`config.mk`:
```
export PLATFORM = sky130hd
export DESIGN_NAME = wave_cfg_ctrl
export DESIGN_NICKNAME = d
export VERILOG_FILES = /design/src/rtl/wave_cfg_ctrl.sv
export SDC_FILE = /design/constraint.sdc
export NUM_CORES = 2
export LEC_CHECK = 0
export BUFFER_PORTS_ARGS = -buffer_cell sky130_fd_sc_hd__buf_2
export CELL_PAD_IN_SITES_DETAIL_PLACEMENT = 1
export CELL_PAD_IN_SITES_GLOBAL_PLACEMENT = 1
export CORE_MARGIN = 2
export CORE_UTILIZATION = 46
export CTS_CLUSTER_DIAMETER = 200
export DETAILED_ROUTE_END_ITERATION = 16
export GPL_ROUTABILITY_DRIVEN = 0
export HOLD_SLACK_MARGIN = 0.1
export PLACE_DENSITY_LB_ADDON = 0.1
export SLEW_MARGIN = 20
export SYNTH_ARGS = -nofsm -noshare
export SYNTH_HDL_FRONTEND = slang
export SYNTH_SLANG_ARGS = --single-unit
```
`constraint.sdc`:
```
create_clock -name clk -period 89.1 [get_ports clk]
set_clock_uncertainty 0.2 [all_clocks]
set_input_delay 26.73 -clock clk [delete_from_list [all_inputs] [get_ports clk]]
set_output_delay 26.73 -clock clk [all_outputs]
set_load 0.02 [all_outputs]
```
`src/rtl/wave_cfg_ctrl.sv`:
```
// wave_cfg_ctrl
//   Configuration and sequencing controller for the 16-channel wave-generator
//   summing tree. Per-channel amp/offset/phaseword writes land in a shadow
//   bank and are copied atomically into the active bank that drives the tree.
//   Also generates the periodic tree input strobe and counts returned strobes.
//
// Parameters
//   RATE_DIV      strobe period in clk cycles (2..65535)
//
// Ports
//   clk, reset           clock, asynchronous active-high reset
//   wr_valid/wr_ready    shadow write handshake (wr_ready = !commit_busy)
//   wr_chan/field/data   write address (channel, field 0..2, 3 illegal) and data
//   commit_req           shadow -> active copy request pulse
//   commit_busy          a commit is waiting for the next strobe edge
//   run                  level enable for strobe generation
//   amps/offsets/phasewords  active bank, channel n at bits [16n+15:16n]
//   gen_active           single-cycle strobe to the tree
//   gen_done             tree output strobe, counted into sample_count
//   sample_count         gen_done pulse count, wraps modulo 2^16
//   err                  sticky: an illegal-field write was accepted
//
// Optional build macro
//   WAVE_CFG_READBACK_EN adds rd_chan/rd_field inputs and rd_data output, a
//   combinational read of the shadow bank (rd_field 3 reads 0).

module wave_cfg_ctrl #(
   parameter int unsigned RATE_DIV = 4
) (
   input  logic         clk,
   input  logic         reset,
   input  logic         wr_valid,
   output logic         wr_ready,
   input  logic [3:0]   wr_chan,
   input  logic [1:0]   wr_field,
   input  logic [15:0]  wr_data,
   input  logic         commit_req,
   output logic         commit_busy,
   input  logic         run,
   output logic [255:0] amps,
   output logic [255:0] offsets,
   output logic [255:0] phasewords,
   output logic         gen_active,
   input  logic         gen_done,
   output logic [15:0]  sample_count,
`ifdef WAVE_CFG_READBACK_EN
   input  logic [3:0]   rd_chan,
   input  logic [1:0]   rd_field,
   output logic [15:0]  rd_data,
`endif
   output logic         err
);

   localparam logic [15:0] DIV_LAST = 16'(RATE_DIV - 1);

   typedef enum logic {
      ST_IDLE,
      ST_RUN
   } state_t;

   state_t        state_q, state_d;
   logic [15:0]   div_q, div_d;
   logic          gen_q, gen_d;
   logic          busy_q, busy_d;
   logic          err_q, err_d;
   logic [15:0]   cnt_q, cnt_d;
   logic [255:0]  sh_amp_q, sh_amp_d;
   logic [255:0]  sh_off_q, sh_off_d;
   logic [255:0]  sh_ph_q, sh_ph_d;
   logic [255:0]  act_amp_q, act_amp_d;
   logic [255:0]  act_off_q, act_off_d;
   logic [255:0]  act_ph_q, act_ph_d;

   logic          wr_acc;
   logic          strobe_edge;
   logic          commit_any;
   logic          do_copy;
   logic [7:0]    wr_base;

   always_comb begin
      state_d     = run ? ST_RUN : ST_IDLE;

      // strobe_edge marks the edge that raises gen_active
      strobe_edge = (state_q == ST_RUN) && (div_q == DIV_LAST);
      div_d       = '0;
      if ((state_q == ST_RUN) && !strobe_edge) begin
         div_d = div_q + 16'd1;
      end
      gen_d       = strobe_edge;

      wr_acc      = wr_valid && !busy_q;
      wr_base     = {wr_chan, 4'b0000};
      sh_amp_d    = sh_amp_q;
      sh_off_d    = sh_off_q;
      sh_ph_d     = sh_ph_q;
      if (wr_acc) begin
         case (wr_field)
            2'd0:    sh_amp_d[wr_base +: 16] = wr_data;
            2'd1:    sh_off_d[wr_base +: 16] = wr_data;
            2'd2:    sh_ph_d[wr_base +: 16]  = wr_data;
            default: ;
         endcase
      end
      err_d       = err_q | (wr_acc && (wr_field == 2'd3));

      // Copy from the post-write shadow so a same-edge write is included.
      // A pending commit absorbs further requests; in IDLE it fires at once,
      // in RUN it waits for the strobe edge.
      commit_any  = busy_q | commit_req;
      do_copy     = commit_any && ((state_q == ST_IDLE) || strobe_edge);
      busy_d      = commit_any && !do_copy;
      act_amp_d   = do_copy ? sh_amp_d : act_amp_q;
      act_off_d   = do_copy ? sh_off_d : act_off_q;
      act_ph_d    = do_copy ? sh_ph_d  : act_ph_q;

      cnt_d       = gen_done ? cnt_q + 16'd1 : cnt_q;
   end

   always_ff @(posedge clk or posedge reset) begin
      if (reset) begin
         state_q   <= ST_IDLE;
         div_q     <= '0;
         gen_q     <= 1'b0;
         busy_q    <= 1'b0;
         err_q     <= 1'b0;
         cnt_q     <= '0;
         sh_amp_q  <= '0;
         sh_off_q  <= '0;
         sh_ph_q   <= '0;
         act_amp_q <= '0;
         act_off_q <= '0;
         act_ph_q  <= '0;
      end else begin
         state_q   <= state_d;
         div_q     <= div_d;
         gen_q     <= gen_d;
         busy_q    <= busy_d;
         err_q     <= err_d;
         cnt_q     <= cnt_d;
         sh_amp_q  <= sh_amp_d;
         sh_off_q  <= sh_off_d;
         sh_ph_q   <= sh_ph_d;
         act_amp_q <= act_amp_d;
         act_off_q <= act_off_d;
         act_ph_q  <= act_ph_d;
      end
   end

   assign wr_ready     = !busy_q;
   assign commit_busy  = busy_q;
   assign gen_active   = gen_q;
   assign sample_count = cnt_q;
   assign err          = err_q;
   assign amps         = act_amp_q;
   assign offsets      = act_off_q;
   assign phasewords   = act_ph_q;

`ifdef WAVE_CFG_READBACK_EN
   logic [7:0] rd_base;

   always_comb begin
      rd_base = {rd_chan, 4'b0000};
      rd_data = '0;
      case (rd_field)
         2'd0:    rd_data = sh_amp_q[rd_base +: 16];
         2'd1:    rd_data = sh_off_q[rd_base +: 16];
         2'd2:    rd_data = sh_ph_q[rd_base +: 16];
         default: rd_data = '0;
      endcase
   end
`endif

endmodule

```
==> reports/results.tsv <==
stage	metric	value	unit
setup_path	startpoint types	input pin	
setup_path	critical path arrival	31.84	ns
setup_path	launch point of the worst reg-to-reg path	div_q[12]	
setup_path	Largest stage delay, worst path	0.89	ns
global_routing	initial antenna violation count	16	
logic_synthesis	XOR/XNOR share of the synthesized area	0.3660	%
logic_synthesis	register area share after synthesis	63.23	%
floorplanning	core box area	133800	um^2
placement	DP Wirelength	144700	um
floorplanning	DIE HEIGHT	371.8	um
sta	final slew viol count	0	
sta	Setup TNS	0	ns
logic_synthesis	post-synthesis compound-gate area fraction	14.45	%
sta	Peak Freq	31.99	MHz
logic_synthesis	Post-Synth Simple-Gate Area	9.436	%
floorplanning	Initial Util	46.50	%
setup_path	CP Capture Type	async pin	
route	routed len/inst	29.53	um
route	overall routed net length	236400	um
hold_path	hold path depth	1	
logic_synthesis	Post-Synth Adder-Cell Area	0.1006	%
finish	non-filler cells, final	8004	
logic_synthesis	FF+latch count, synth	1572	
sta	fin crit share	35.08	%
placement	port bufs	815	
global_routing	largest net degree at the start of global routing	173	
route	Post-route DRC	0	
route	via count	49550	
finish	share of layout cells above drive strength 1	27.41	%
global_routing	global route overflow	0	
logic_synthesis	Top FF cell, synth	dfrtp_1	
logic_synthesis	post-synthesis mux area share	8.706	%
setup_path	crit path max fanout	134	
cts	clock buffer depth	3	
logic_synthesis	Synth top area share	63.23	%
sta	Slew Limit Headroom	14.88	%
pwr	Peak supply drop	0.01757	mV
logic_synthesis	count leader, synth	dfrtp_1	
cts	cts repair resizes	0	
global_routing	first-pass GRT wire length	344500	um
cts	H-tree levels	4	
sta	Worst-Margin Slew	1.274	ns
logic_synthesis	Mapped Cells	5528	
logic_synthesis	synthesized cell area	62220	um^2
cts	Sink Count	1572	
pwr	leak pwr	37.25	nW
run	max_cap viols	0	
finish	Area Overhead vs Synth	17.53	%
setup_path	R2R depth	8	
setup_path	WS Path Type	input pin to async pin	
pwr	PD cells	25.85	nW/um^2
route	Vias/cell	6.190	
run_status	status	finished, final reports clean	
cts	Clock Root Buffer	clkbuf_16	
setup_path	r2r endpoint	phasewords[97]	
placement	placed inst area	67380	um^2
cts	CTS tree	built	
cts	clock-pin slew on the worst setup and hold paths	0.06	ns
logic_synthesis	post-synthesis cell type count	52	
finish	nets	6127	
route	initial DRC count	4664	
logic_synthesis	YS warnings	0	
placement	Cells after DPL	7690	
floorplanning	chip width	371.8	um
logic_synthesis	ys async rst share	100.0	%
setup_path	CP Cell Sequence	buf_2, inv_8, buf_4, buf_4, buf_4, buf_4, buf_4	
sta	endpoints failing hold	0	
setup_path	crit path max-delay cell type	buf_4	
logic_synthesis	number of enable flip-flop cells after synthesis	0	
sta	clock period minus worst slack	31.26	ns
cts	CTS buffer count	169	
setup_path	Worst Path Required	89.68	ns
floorplanning	die area	138200	um^2
floorplanning	I/O pin total	816	
floorplanning	Row Count	134	
logic_synthesis	largest family of logic cells by synthesized area	compound AO/OA/AOI/OAI gates	
logic_synthesis	syn nets	5561	
cts	Post-CTS Setup Bufs	0	
sta	RSZ-0062 raised after global routing	false	
logic_synthesis	top cells by area, synth	dfrtp_1, mux2_2, a31oi_1, nand3_1, a21oi_1	
hold_path	hold_sp	amps[226]	
hold_path	Hold/Removal Path Class	flop to flop	
route	First-pass DRT Iterations	7	
cts	worst skew pair latency	0.81	ns
cts	CTS Hold Bufs	0	
finish	fin area	73120	um^2
hold_path	Hold Path Sink	amps[226]	
setup_path	R2R setup slack	83.41	ns
logic_synthesis	dominant cell type by area after synthesis	dfrtp_1	
setup_path	Most common cell on crit path	buf_4	
sta	setup violators final	0	
global_routing	Total GRT Usage	33.71	%
logic_synthesis	syn_area_per_cell	11.25	um^2
logic_synthesis	synth cell count leaders	dfrtp_1, nand2_1, nand3_1, a21oi_1, o21ai_0	
route	ANT nets after route	0	
global_routing	vias in the first global route	50450	
where the power goes:
| group | internal (mW) | total, mW | switching (mW) |
|---|---|---|---|
| clock network | 0.417 | 0.719 | 0.302 |
| registers | 0.792 | 0.846 | 0.0532 |
| logic | 0.0961 | 0.325 | 0.229 |
| total | 1.31 | 1.89 | 0.584 |
registers in the layout, indices dropped and copies added (netlist names):
register / flops
commit_busy: 1
gen_active: 1
div_q: 16
sh_ph_q: 256
err: 1
state_q: 1
amps: 256
sample_count: 16
offsets: 256
sh_amp_q: 256
sh_off_q: 256
phasewords: 256
how the worst max path moves through the flow:
| stage | from | to | slack, ns | cells after the start |
|---|---|---|---|---|
| floorplan | reset | amps[0] | 17.82 | 1 |
| global placement | reset | offsets[79] | 56.79 | 7 |
| detailed placement | reset | sh_off_q[202] | 56.70 | 7 |
| CTS | reset | sh_off_q[201] | 57.60 | 7 |
| global route | reset | offsets[203] | 57.06 | 7 |
| finish | reset | offsets[203] | 57.84 | 7 |
placed cells by master (no fill, tap or decap), drive strengths merged, types with 9 or more instances in the layout:
| cell | netlist | layout |
|---|---|---|
| inv | 8 | 16 |
| xor2 | 11 | 11 |
| xnor2 | 15 | 15 |
| and3b | 17 | 17 |
| mux2 | 481 | 481 |
| bufinv | 0 | 10 |
| nor2 | 30 | 30 |
| a21oi | 533 | 533 |
| buf | 179 | 931 |
| clkbuf | 357 | 248 |
| o21ai | 534 | 534 |
| dfrtp | 1572 | 1572 |
| nand4 | 12 | 12 |
| o211ai | 14 | 14 |
| and3 | 20 | 20 |
| nor2b | 19 | 19 |
| and2 | 25 | 25 |
| nand3 | 542 | 542 |
| nand2 | 555 | 555 |
| a211oi | 9 | 9 |
| clkinv | 0 | 39 |
| a31oi | 529 | 529 |
critical path, delay by kind of cell:
family	cells	cell delay, ns
buffers and inverters	7	4.85
through the flow:
| step | util, % | setup slack, ns | power (mW) | hold WS [ns] |
|---|---|---|---|---|
| 6_report | 54.65 | 57.84 | 1.890 | 0.2765 |
| 5_1_grt | 54.65 | 57.06 | 1.956 | 0.2984 |
| 4_1_cts | 54.61 | 57.60 | 1.899 | 0.2811 |
| 3_5_place_dp | 50.36 | 56.70 | 1.180 | 0.2602 |
| 3_3_place_gp | 50.35 | 56.79 | 1.171 | 0.2643 |
| 2_1_floorplan | - | 17.82 | 1.037 | 0.2479 |
routing by layer:
layer / part of all wire (%) / track usage [%] / routed length, um
met1: 41 / 44.68 / 95840
met2: 47 / 52.60 / 110700
met3: 7.7 / 7.872 / 18230
met4: 4.9 / 15.75 / 11590
met5: 0.022 / 0 / 51
kinds of logic (layout without fill, tap and decap cells):
| family | Yosys count | in the layout |
|---|---|---|
| AND/OR/NAND/NOR | 1264 | 1264 |
| AO/OA/AOI/OAI | 1636 | 1636 |
| adder cells (fa/ha/maj) | 5 | 5 |
| flip-flops | 1572 | 1572 |
| buffers and inverters | 544 | 1248 |
| multiplexers | 481 | 481 |
| XOR/XNOR | 26 | 26 |
| other | 0 | 4 |
area by class of cell:
| class | instances | area (um^2) |
|---|---|---|
| clock buffer | 248 | 4976 |
| multi-input combinational | 3412 | 20790 |
| timing repair buffer | 931 | 5051 |
| fill | 14200 | 60670 |
| inverter | 8 | 37.54 |
| sequential | 1572 | 39340 |
| antenna | 4 | 10.01 |
| tap | 1768 | 2212 |
| clock inverter | 61 | 705.7 |
Power figures use the tool's default switching activity.
